===== config.mk =====
export PLATFORM = sky130hd
export DESIGN_NAME = uart_rx_dec
export DESIGN_NICKNAME = d
export VERILOG_FILES = /design/src/rtl/uart_rx_dec.sv
export SDC_FILE = /design/constraint.sdc
export NUM_CORES = 1
export LEC_CHECK = 0
export BUFFER_PORTS_ARGS = -buffer_cell sky130_fd_sc_hd__buf_2
export CAP_MARGIN = 10
export CORE_MARGIN = 2
export CORE_UTILIZATION = 35
export DETAILED_ROUTE_END_ITERATION = 8
export GPL_ROUTABILITY_DRIVEN = 1
export PLACE_DENSITY = 0.54
export SLEW_MARGIN = 20
export SYNTH_ARGS = -nofsm -noshare
export SYNTH_HDL_FRONTEND = slang
export SYNTH_SLANG_ARGS = --single-unit

===== constraint.sdc =====
create_clock -name clk -period 4.47 [get_ports clk]
set_clock_uncertainty 0.15 [all_clocks]
set_input_delay 0.2235 -clock clk [delete_from_list [all_inputs] [get_ports clk]]
set_output_delay 0.2235 -clock clk [all_outputs]
set_load 0.005 [all_outputs]

===== src/rtl/uart_rx_dec.sv =====
// 8N1 UART receiver: two-flop synchroniser, mid-bit sampling deframer and
// valid/ready byte delivery with interrupt pulse and sticky error flags.
module uart_rx_dec #(
   parameter int CLKS_PER_BIT = 434,
   parameter int HALF_BIT     = CLKS_PER_BIT / 2
) (
   input  logic       clk,
   input  logic       nrst,
   input  logic       uart_dec,
   input  logic       rx_ready,
   input  logic       err_clr,
   output logic [7:0] rx_data,
   output logic       rx_valid,
   output logic       rx_int,
   output logic       busy,
   output logic       frame_err,
   output logic       overrun
);

   // Handshake: a byte is transferred in any cycle where rx_valid and rx_ready
   // are both high; rx_valid holds, with rx_data stable, until that happens.

   localparam int CW = $clog2(CLKS_PER_BIT);
   localparam logic [CW-1:0] HALF_TC = CW'(HALF_BIT - 1);
   localparam logic [CW-1:0] BIT_TC  = CW'(CLKS_PER_BIT - 1);

   localparam logic [1:0] IDLE  = 2'd0;
   localparam logic [1:0] START = 2'd1;
   localparam logic [1:0] DATA  = 2'd2;
   localparam logic [1:0] STOP  = 2'd3;

   logic          sync1;
   logic          rx_s;
   logic [1:0]    state;
   logic [CW-1:0] cnt;
   logic [2:0]    bit_idx;
   logic [7:0]    shreg;
   logic          stop_tc;
   logic          load;
   logic          drop;
   logic          ferr;

   always_ff @(posedge clk or negedge nrst) begin
      if (!nrst) begin
         sync1 <= 1'b1;
         rx_s  <= 1'b1;
      end else begin
         sync1 <= uart_dec;
         rx_s  <= sync1;
      end
   end

   // Stop-bit decision is taken at mid-stop so a back-to-back start edge is seen.
   assign stop_tc = (state == STOP) && (cnt == BIT_TC);
   assign load    = stop_tc && rx_s && (!rx_valid || rx_ready);
   assign drop    = stop_tc && rx_s && rx_valid && !rx_ready;
   assign ferr    = stop_tc && !rx_s;
   assign busy    = (state != IDLE);

   always_ff @(posedge clk or negedge nrst) begin
      if (!nrst) begin
         state   <= IDLE;
         cnt     <= '0;
         bit_idx <= 3'd0;
         shreg   <= 8'h00;
      end else begin
         case (state)
            IDLE: begin
               if (!rx_s) begin
                  state <= START;
                  cnt   <= '0;
               end
            end
            START: begin
               if (cnt == HALF_TC) begin
                  cnt     <= '0;
                  bit_idx <= 3'd0;
                  state   <= rx_s ? IDLE : DATA;
               end else begin
                  cnt <= cnt + 1'b1;
               end
            end
            DATA: begin
               if (cnt == BIT_TC) begin
                  cnt   <= '0;
                  shreg <= {rx_s, shreg[7:1]};
                  if (bit_idx == 3'd7) begin
                     state <= STOP;
                  end else begin
                     bit_idx <= bit_idx + 1'b1;
                  end
               end else begin
                  cnt <= cnt + 1'b1;
               end
            end
            default: begin
               if (cnt == BIT_TC) begin
                  cnt   <= '0;
                  state <= IDLE;
               end else begin
                  cnt <= cnt + 1'b1;
               end
            end
         endcase
      end
   end

   always_ff @(posedge clk or negedge nrst) begin
      if (!nrst) begin
         rx_data   <= 8'h00;
         rx_valid  <= 1'b0;
         rx_int    <= 1'b0;
         frame_err <= 1'b0;
         overrun   <= 1'b0;
      end else begin
         rx_int <= load;
         if (load) begin
            rx_data  <= shreg;
            rx_valid <= 1'b1;
         end else if (rx_ready) begin
            rx_valid <= 1'b0;
         end
         // A new error event takes priority over a simultaneous clear.
         if (ferr) begin
            frame_err <= 1'b1;
         end else if (err_clr) begin
            frame_err <= 1'b0;
         end
         if (drop) begin
            overrun <= 1'b1;
         end else if (err_clr) begin
            overrun <= 1'b0;
         end
      end
   end

endmodule


==> flow_summary.toml <==
[outcome]
status = "complete, no violations"

[power_and_ir_drop]
vdd.ir_drop.worst_v = 0.0001292
p_leak_uw = 0.0009075
powerDensity_nw_per_um2 = 296.9
finalPower_uw = 577.4

[cts]
path_clk_slew_ns = 0.07
cts_tree = "yes"
clock-sinks = 36
h-tree-depth = 2
clockBufferDepth = 2
cts_buffers = 5
cts_setup_buffers = 0
clk-insertion-delay-late_ns = 0.29
cts_root_buf = "clkbuf_8"

[timing]
fin_crit_sh_pct = 55.84
rsz0062_at_grt = "false"
final-hold-violation-count = 0
worst_pin_slew_ns = 0.8000
tns_ns = 0
slew_headroom_pct = 46.66
period_minus_slack_ns = 2.496
fmax_ghz = 0.4006
setup_violations = 0
drv_slew = 0

[synthesis]
synth.avg_cell_area_um2 = 11.47
synthTopCellsByArea = "dfrtp_1, mux2_2, ha_1, dfstp_2, nand2_1"
ys_ff_latch = 36
synth.distinct_cells = 37
syn_inst = 148
yosys.area.top_type_share_pct = 50.11
ys_warn_count = 0
yosys_most_used_dff = "dfrtp_1"
syn_area_um2 = 1698
yosys.area.top_type = "dfrtp_1"
synth-edff-count = 0
syn-num-nets = 158
synth-async-reset-ratio_pct = 100.0
ys_seq_area_share_pct = 53.21

[global_route]
grt_pass1_wl_um = 5361
grt_max_degree = 37
grtUsageTotal_pct = 13.31
antenna_found_initial = 0
grt_overflow = 0
grt_pass1_vias = 1161

[floorplanning]
die_w_um = 73.65
core_um2 = 4692
dieArea_um2 = 5424
ioPinCount = 18
dieHeight_um = 73.65
start_util_pct = 36.19
rows = 25

[setup_path]
crit_arrival_ns = 2.52
crit_fanout = 9
crit_required_ns = 4.49
critPathKind = "flop to flop"
crit_path_end_kind = "flop"
cp-start-kind = "flop"

[route]
viasPerCell = 5.134
first_pass_iters = 4
routed_wl_um = 3132
wl_per_cell_um = 13.98
drc_errors = 0
drtIter0Drc = 126
ant_nets = 0
vias = 1150

[layout]
syn_to_final_growth_pct = 14.52
final_layout_size_suffix_gt1_share_pct = 27.65
antenna_cells = 0
fin_nets = 179

[flow_run]
cap_violations = 0

[placed_design]
port-buffer-count = 17
place.gp.congestion = 0.8246
dp_hpwl_um = 2238

[min_path]
holdCritPathClass = "input pin to flop"
-- worst max-delay path: stages, from the launching register on --
cell      delay (ns)
dfrtp_1         0.40
inv_1           0.10
ha_1            0.14
nor4bb_1        0.35
and4_1          0.36
and4_1          0.49
mux2_2          0.39
-- stage by stage --
| stage | worst slack, ns | std cells | utilization [%] | instance area (um^2) | hold WS, ns |
|---|---|---|---|---|---|
| after global placement | 2.068 | 213 | 38.80 | 1821 | 0.1799 |
| after floorplan | 2.274 | 148 | - | 1698 | -0.2221 |
| final | 1.974 | 224 | 41.44 | 1944 | 0.09926 |
| after global routing | 1.819 | 224 | 41.44 | 1944 | 0.08634 |
| after detailed placement | 1.982 | 213 | 38.80 | 1821 | 0.1810 |
| after CTS | 1.964 | 224 | 41.44 | 1944 | 0.08848 |
-- placed cells by master, fill, tap and decap left out, drive strengths merged, types with 4 or more instances in the layout --
| cell type | netlist | routed |
|---|---|---|
| mux2 | 16 | 16 |
| buf | 2 | 17 |
| a21oi | 5 | 5 |
| ha | 5 | 5 |
| clkbuf | 4 | 7 |
| inv | 10 | 10 |
| nand2 | 11 | 11 |
| dfrtp | 34 | 34 |
| nor2 | 9 | 9 |
| mux2i | 4 | 4 |
| nor3 | 6 | 6 |
| nand3 | 4 | 4 |
-- kinds of logic after synthesis --
logic type | synth area share, %
mux | 12.97
compound gates | 9.433
buf+inv | 3.979
xor+xnor | 1.548
simple gates | 15.18
flops | 53.21
fa+ha+maj | 3.685
-- sequential cells by signal (all words and copies together) (netlist names) --
register   cells
bit_idx        3
rx_valid       1
state          2
frame_err      1
cnt            9
sync1          1
rx_s           1
overrun        1
rx_data        8
rx_int         1
shreg          8
-- layout make-up --
cell class | instances | area (um^2)
inverters | 10 | 37.54
fillers | 482 | 2748
clock inverters | 1 | 7.507
well taps | 54 | 67.56
multi-input cells | 96 | 726.9
clock buffers | 7 | 86.33
flip-flops and latches | 36 | 903.4
repair buffers | 20 | 115.1
-- cell usage after synthesis (2+ instances only) --
cell,instances
a21oi_1,5
a31oi_1,2
and4_1,3
buf_4,2
clkbuf_1,4
dfrtp_1,34
dfstp_2,2
ha_1,5
inv_1,10
mux2_2,16
mux2i_1,4
nand2_1,11
nand3_1,4
nand4_1,2
nor2_1,9
nor2b_1,3
nor3_1,6
o21ai_0,3
o22ai_1,2
o32ai_1,2
xnor2_1,3
-- path summary, 6_finish.rpt --
kind / from / endpoint / slack (ns) / depth (start not counted)
min in group asynchronous: nrst / state[1] / 0.42 / 2
setup / recovery: cnt[1] / rx_data[0] / 1.97 / 6
max in group asynchronous: nrst / rx_data[1] / 3.25 / 2
hold / removal: rx_ready / rx_valid / 0.1 / 3
hold reg to reg: sync1 / rx_s / 0.21 / 0
setup reg to reg: cnt[1] / rx_data[0] / 1.97 / 6
-- layer usage --
layer / global-route usage (%) / up-vias / part of all wire, %
met3: 4.664 / 4 / 4.0
met4: 6.667 / 0 / 1.7
li1: - / 566 / -
met5: 0 / - / 0
met1: 15.78 / 555 / 44
met2: 21.33 / 25 / 50
-- what timing repair did --
| action | 4_1_cts | 5_1_grt |
|---|---|---|
| hold buffers | 3 | 0 |
| gates resized for setup | 0 | 0 |
| endpoints found under the hold margin | 37 | 0 |
-- power breakdown --
group / switching, uW / internal (uW) / total [uW]
Combinational: 7.03 / 3.64 / 10.7
Clock: 113 / 125 / 238
Sequential: 1.26 / 327 / 329
Total: 121 / 456 / 577
(Power assumes the default switching activity.)
